File: config.mk
export PLATFORM = sky130hd
export DESIGN_NAME = xbar_sequencer
export DESIGN_NICKNAME = d
export VERILOG_FILES = /design/src/rtl/xbar_sequencer.sv
export SDC_FILE = /design/constraint.sdc
export NUM_CORES = 1
export LEC_CHECK = 0
export CORE_UTILIZATION = 30
export DETAILED_ROUTE_END_ITERATION = 7
export DONT_BUFFER_PORTS = 1
export GPL_TIMING_DRIVEN = 0
export PLACE_DENSITY = 0.42
export SLEW_MARGIN = 20
export SYNTH_ARGS = -nofsm -noshare
export SYNTH_HDL_FRONTEND = slang
export SYNTH_SLANG_ARGS = --single-unit
File: constraint.sdc
create_clock -name clock -period 4.6 [get_ports clock]
set_input_delay 0.92 -clock clock [delete_from_list [all_inputs] [get_ports clock]]
set_output_delay 0.92 -clock clock [all_outputs]
set_load 0.005 [all_outputs]
File: src/rtl/xbar_sequencer.sv
// Micro-program sequencer for an N x N memristor crossbar: issues CLR/IMP
// operations one at a time and captures the crossbar state on HALT.
module xbar_sequencer #(
  parameter int N     = 3,
  parameter int DEPTH = 16,
  parameter int IW    = $clog2(N*N+1),
  parameter int AW    = $clog2(DEPTH)
) (
  input  logic                  clock,
  input  logic                  reset_n,
  input  logic                  prog_we,
  input  logic [AW-1:0]         prog_addr,
  input  logic [2+2*IW-1:0]     prog_data,
  input  logic                  start,
  output logic                  busy,
  output logic                  done,
  output logic                  err,
  output logic [N*N-1:0]        result,
  output logic [N*N-1:0]        xb_clear,
  output logic [N*N*IW-1:0]     xb_sel,
  input  logic [N*N-1:0]        xb_q
);

  localparam int              CELLS = N*N;
  localparam int              IN_W  = 2+2*IW;
  localparam logic [IW-1:0]   HOLD  = IW'(CELLS);
  localparam logic [AW-1:0]   LAST  = AW'(DEPTH-1);

  typedef enum logic [1:0] {S_IDLE, S_FETCH, S_ISSUE, S_CAPTURE} state_e;
  typedef enum logic [1:0] {OP_NOP, OP_CLR, OP_IMP, OP_HALT} op_e;

  logic [IN_W-1:0]       mem [DEPTH];
  state_e                state_q, state_d;
  logic [AW-1:0]         pc_q, pc_d;
  logic                  err_q, err_d;
  op_e                   op_q;
  logic                  ill_q;
  logic [CELLS-1:0]      result_q;
  logic [CELLS-1:0]      clr_q, clr_d;
  logic [CELLS*IW-1:0]   sel_q, sel_d;

  logic [IN_W-1:0]       fetch_w;
  op_e                   f_op;
  logic [IW-1:0]         f_dst, f_src;
  logic                  f_ill;

  always_ff @(posedge clock) begin
    if (state_q == S_IDLE && prog_we) mem[prog_addr] <= prog_data;
  end

  assign fetch_w = mem[pc_q];
  assign f_op    = op_e'(fetch_w[IN_W-1 -: 2]);
  assign f_dst   = fetch_w[2*IW-1 -: IW];
  assign f_src   = fetch_w[IW-1:0];
  assign f_ill   = ((f_op == OP_CLR || f_op == OP_IMP) && f_dst >= HOLD) ||
                   (f_op == OP_IMP && f_src >= HOLD);

  // Drive is decoded during FETCH and registered, so it appears exactly in ISSUE.
  always_comb begin
    clr_d = '0;
    sel_d = {CELLS{HOLD}};
    if (state_q == S_FETCH && !f_ill) begin
      for (int k = 0; k < CELLS; k++) begin
        if (f_dst == IW'(k)) begin
          if (f_op == OP_CLR) clr_d[k] = 1'b1;
          if (f_op == OP_IMP) sel_d[k*IW +: IW] = f_src;
        end
      end
    end
  end

  always_comb begin
    state_d = state_q;
    pc_d    = pc_q;
    err_d   = err_q;
    case (state_q)
      S_IDLE: begin
        if (start) begin
          err_d   = 1'b0;
          pc_d    = '0;
          state_d = S_FETCH;
        end
      end
      S_FETCH: state_d = S_ISSUE;
      S_ISSUE: begin
        if (ill_q) err_d = 1'b1;
        if (op_q == OP_HALT) begin
          state_d = S_CAPTURE;
        end else if (pc_q == LAST) begin
          err_d   = 1'b1;
          state_d = S_CAPTURE;
        end else begin
          pc_d    = pc_q + 1'b1;
          state_d = S_FETCH;
        end
      end
      S_CAPTURE: state_d = S_IDLE;
      default:   state_d = S_IDLE;
    endcase
  end

  always_ff @(posedge clock or negedge reset_n) begin
    if (!reset_n) begin
      state_q  <= S_IDLE;
      pc_q     <= '0;
      err_q    <= 1'b0;
      op_q     <= OP_NOP;
      ill_q    <= 1'b0;
      result_q <= '0;
      clr_q    <= '0;
      sel_q    <= {CELLS{HOLD}};
    end else begin
      state_q <= state_d;
      pc_q    <= pc_d;
      err_q   <= err_d;
      clr_q   <= clr_d;
      sel_q   <= sel_d;
      if (state_q == S_FETCH) begin
        op_q  <= f_op;
        ill_q <= f_ill;
      end
      if (state_q == S_CAPTURE) result_q <= xb_q;
    end
  end

  assign busy     = (state_q != S_IDLE);
  assign done     = (state_q == S_CAPTURE);
  assign err      = err_q;
  assign result   = result_q;
  assign xb_clear = clr_q;
  assign xb_sel   = sel_q;

endmodule

# Yosys cells after proc, flatten, opt, wreduce, memory -nomap -nowiden
# Memories as Yosys holds them, arrays and structs flattened.
# Cells that the tools add are included.
[classes]
n_addsub = 1
n_lt_le_gt_ge = 2
eq_ne = 18
muxes = 37
reduce_logical = 13
[ops]
columns = ["cell", "count"]
rows = [
  ["two-way mux 4 bit", 13],
  ["two-way mux 36 bit", 1],
  ["equality test 4 x 3 -> 1 bit, second input constant", 4],
  ["two-way mux 1 bit", 16],
  ["two-way mux 9 bit", 1],
  ["equality test 2 bit, second input constant", 4],
  ["equality test 4 x 2 -> 1 bit, second input constant", 2],
  ["equality test 4 bit, second input constant", 2],
  [">= comparator 4 bit, second input constant", 2],
  ["case mux 2 bit (4 select lines)", 1],
  ["case mux 4 bit (2 select lines)", 1],
  ["two-way mux 2 bit", 3],
  ["inequality test 2 bit, second input constant", 3],
  ["adder 4 x 1 -> 4 bit, second input constant", 1],
  ["equality test 2 x 1 -> 1 bit, second input constant", 2],
  ["equality test 4 x 1 -> 1 bit, second input constant", 1],
  ["logical AND 1 bit", 4],
  ["zero test 4 bit", 1],
  ["AND reduction 4 bit", 1],
  ["nonzero test 2 bit", 2],
  ["zero test 2 bit", 1],
  ["logical OR 1 bit", 2],
  ["case mux 1 bit (2 select lines)", 1],
  ["AND reduction 2 bit", 1],
  ["zero test 1 bit", 1],
]
[totals]
regBits = 64
mem_bits_rw = 160
inputBits = 27
out_inout_bits = 57
elab_cells = 80
mem_count = 1
[mem_list]
columns = ["name", "words", "width", "rd", "rd_ports_with_merged_regs", "wr", "line_no", "rtl"]
rows = [
  ["mem", 16, 10, 1, 0, 1, "32", "logic [IN_W-1:0] mem [DEPTH];"],
]

# Logic depth before layout (Yosys ltp)
# An unclocked memory read counts as a cell.
[depth]
depth_word = 8
depth_mapped = 13
depth_no_buf = 8

# Least setup slack after synthesis
# OpenSTA, ideal clock, no wires.
[synth_path]
path_type = "reg-to-reg"
start = "reg pc_q[0]"
end = "reg sel_q[11] (netlist: xb_sel[11])"
setup_ps = 98
arrival_time_ps = 3463
t_required_ps = 4502
slack_ps = 1039
path_stages_with_launch = 12
path_buffers = 4
synth_period_minus_slack_ps = 3561
path_cell_list = "dfrtp_1 buf_6 buf_12 buf_2 buf_1 mux4_2 mux4_2 inv_1 ha_1 inv_1 nor4b_2 nand2_1"
[synth_between]
elab_chain_cells = 8
word_cells_on_any_way = 15
classes_between = "order compare (2); eq/ne (3); mux (3); reduce/logical (6); memory (1)"
[synth_lines]
columns = ["element", "line_no", "rtl"]
rows = [
  ["from (decl)", "34", "logic [AW-1:0] pc_q, pc_d;"],
  ["from (signal assigned)", "114", "pc_q <= pc_d;"],
  ["memory (16 x 10 bit) (*)", "-", ""],
  ["named net fetch_w[8]", "42", "logic [IN_W-1:0] fetch_w;"],
  ["equality test 2 x 1 -> 1 bit / equality test 2 bit (equally long branches)", "55, 56, 66", ""],
  ["logical OR 1 bit", "55", "assign f_ill = ((f_op == OP_CLR || f_op == OP_IMP) && f_dst >= HOLD) ||"],
  ["logical AND 1 bit", "55", ""],
  ["logical OR 1 bit", "55", ""],
  ["zero test 1 bit", "62", "if (state_q == S_FETCH && !f_ill) begin"],
  ["logical AND 1 bit", "62", ""],
  ["two-way mux 36 bit (*)", "62", ""],
  ["named net sel_d[11]", "40", "logic [CELLS*IW-1:0] sel_q, sel_d;"],
  ["to (signal assigned)", "111", "sel_q <= {CELLS{HOLD}};"],
  ["to (signal assigned)", "117", "sel_q <= sel_d;"],
  ["to (decl)", "40", ""],
]
# The timed path passes the listed nets; every way through them passes the cells marked *.
# A chain may end at the register's enable or synchronous reset.

# Worst setup path in the final report
[layout_path]
start = "reg pc_q[0]"
end = "reg sel_q[2] (netlist: xb_sel[2])"
# The elaborated chain is that of the path after synthesis.

==> impl_metrics.yaml <==
synth:
  synth_edf_count: 160
  synth_cell_types: 45
  ys.warnings.count: 0
  async_flop_share_pct: 28.6
  yosys_most_used_dff: "edfxtp_1"
  synth.cell_area_um2: 8670
  ys_seq_elements: 224
  syn-num-nets: 488
  ys_seq_area_share_pct: 74.1
  syn_inst: 458
  syn_avg_cell_area_um2: 18.9
timing:
  timing.final.hold_violations: 0
  setup_tns_ns: 0
  finalSetupViolCount: 0
  slew_headroom_pct: 37.1
  grt_setup_unrepaired: "false"
  skew_ns: 0.0201
  slew_viol_final: 0
  worst_pin_slew_ns: 0.941
  fmaxAchievable_ghz: 0.243
  timing.final.crit_share_pct: 89.6
  min_period_ns: 4.12
clocking:
  root_buffer: "clkbuf_16"
  clk_transition_reported_paths_ns: 0.06
  cts_max_path_buffers: 3
  cts_htree_levels: 1
  post_cts_buffers: 0
  cts_tree: "built"
  clock-sinks: 224
  clk_latency_ns: 0.51
  cts_buffers: 25
  cts_hold_buf: 0
worst_setup_path:
  endpoint_kind: "flip-flop"
  critical-path-top-delay-family: "buffers and inverters"
  worstPathRequired_ns: 4.99
  r2r_end: "xb_sel[2]$_DFF_PN0_"
  timing.rr.start: "pc_q[0]$_DFFE_PN0P_"
  path_cells: "buf_6 -> buf_12 -> buf_2 -> buf_1 -> mux4_2 -> mux4_2 -> ha_1 -> a311o_2 -> nand3_4 -> buf_6 -> nor4_1"
  crit_fanout: 10
  cp_slowest_cell: "buf_1"
  setup.worst_path.start_class: "flip-flop"
  arrival_ns: 4.51
  cp_num_buf_inv: 5
  cpPeakStageDelay_ns: 0.64
  worst_r2r_path_depth: 11
  cp-startpoint: "pc_q[0]$_DFFE_PN0P_"
  critPathKind: "flip-flop to flip-flop"
  r2r_slack_ns: 0.48
  cp_num_cells: 11
pwr:
  leakage_nw: 3.41
  p_clk_share_pct: 31.9
  p_sw_share_pct: 30.2
  p_per_area_nw_per_um2: 556
  intPower_mw: 3.91
  ir_drop_v: 0.000259
  p_switching_mw: 1.69
  comb_power_share_pct: 26.1
  power_frac_seq_pct: 42.0
  power_mw: 5.60
place:
  gp_congestion: 0.725
  hpwl_um: 13500
  port_buffers: 0
  placed_cell_area_um2: 9320
routing:
  vias_per_cell: 4.81
  antenna_left: 0
  first_pass_iters: 4
  wire_per_inst_um: 22.3
  finalWirelength_um: 19900
  vias: 4289
  drtIter0Drc: 339
  drc: 0
layout:
  n_fill_cell: 2678
  layout_commonest_cell: "edfxtp_1"
  syn_to_final_growth_pct: 16.0
  antenna_cells: 0
  drive_gt1_share_pct: 25.5
  final_nets: 527
  final-seq-area_um2: 6430
  final_cell_mix: "edfxtp_1, dfrtp_1, nand2_1"
  multi_input_area_um2: 2110
  stdcell_area_um2: 10100
grt:
  grt_max_degree: 65
  grt_usage_pct: 13.8
  antenna_found_initial: 0
  grt_pass1_vias: 4412
  grt_first_pass_wirelength_um: 29300
  gr-total-overflow: 0
die:
  ios: 84
  start_util_pct: 30.9
  core_area_um2: 28100
  die_area_um2: 29600
  die_width_um: 172
  rows: 61
  die_h_um: 172
min_path:
  hp-class: "primary input to asynchronous set/reset pin"
flow_run:
  cap_viol_max_count: 0
run_status:
  outcome: "finished, final reports clean"
## synth_stat cells, drive strengths merged, types with 3 or more instances
cell / n / area share [%]
ha: 3 / 0.43
dfstp: 18 / 5.5
mux2: 9 / 1.2
clkbuf: 7 / 0.30
inv: 7 / 0.30
nor3: 9 / 0.52
nand2b: 5 / 0.36
buf: 14 / 1.5
nor3b: 4 / 0.35
mux4: 44 / 12
a22oi: 4 / 0.35
nor4: 21 / 1.5
a22o: 8 / 0.81
nand2: 36 / 1.6
o21ai: 10 / 0.58
edfxtp: 160 / 55
nor2: 28 / 1.2
dfrtp: 46 / 13
## worst register-to-register path: stages, from the launching register on
cell and delay (ns):
dfrtp_1 0.38, buf_6 0.17, buf_12 0.16, buf_2 0.36, buf_1 0.64, mux4_2 0.62
mux4_2 0.53, ha_1 0.31, a311o_2 0.15, nand3_4 0.15, buf_6 0.19, nor4_1 0.33
## per-layer routing
layer | global-route usage [%] | wire, um | up-vias
li1 | - | - | 1900
met2 | 23.7 | 9860 | 135
met4 | 3.89 | 509 | 0
met5 | 0 | 0 | -
met3 | 2.82 | 1090 | 41
met1 | 17.5 | 8430 | 2213
## power groups by stage
stage,clock network (mW),registers (mW),logic (mW)
2_1_floorplan,0,2.37,1.06
3_3_place_gp,0,2.39,1.45
3_5_place_dp,0,2.39,1.48
4_1_cts,1.84,2.35,1.49
5_1_grt,1.91,2.37,1.60
6_report,1.79,2.35,1.46
## kinds of logic after synthesis
logic type	after synthesis	share of synthesized area, %
flops	224	74.1
compound gates	32	2.94
mux	54	13.6
buf+inv	29	2.16
fa+ha+maj	3	0.433
simple gates	115	6.65
xor+xnor	1	0.101
## stage by stage
step                      utilization [%]  worst slack [ns]  hold slack, ns  cells
final                                35.8             0.476           0.101    891
after global routing                 35.8            0.0944          0.0761    891
after CTS                            35.8            0.0166          0.0751    891
after detailed placement             33.2            0.0275           0.472    848
after global placement               32.6             0.116           0.467    836
after floorplan                         -              1.04           0.450    458
## sequential cells by signal, indices dropped and copies added (netlist names)
signal,flops
xb_clear,9
state_q,2
ill_q,1
err,1
op_q,2
xb_sel,36
pc_q,4
mem,160
result,9
## area by class of cell
class / count / area share, %
repair buffers: 12 / 1.23
clock buffers: 29 / 6.37
multi-input cells: 205 / 21.0
clock inverters: 14 / 0.859
well taps: 378 / 4.70
plain buffers: 21 / 1.58
flip-flops and latches: 224 / 63.9
inverters: 8 / 0.299
## worst max-delay path by stage
stage | to | slack, ns
after floorplan | xb_sel[11]$_DFF_PN1_ | 1.04
after global placement | xb_sel[19]$_DFF_PN1_ | 0.12
after detailed placement | xb_sel[31]$_DFF_PN1_ | 0.03
after CTS | xb_sel[31]$_DFF_PN1_ | 0.02
after global routing | xb_sel[0]$_DFF_PN1_ | 0.09
final | xb_sel[2]$_DFF_PN0_ | 0.48
## what timing repair did
action	CTS	global route
gates resized for setup	0	3
endpoints found under the hold margin	0	0
endpoints found under the setup margin	0	16
Note: power is estimated with default switching activity, not from simulation.
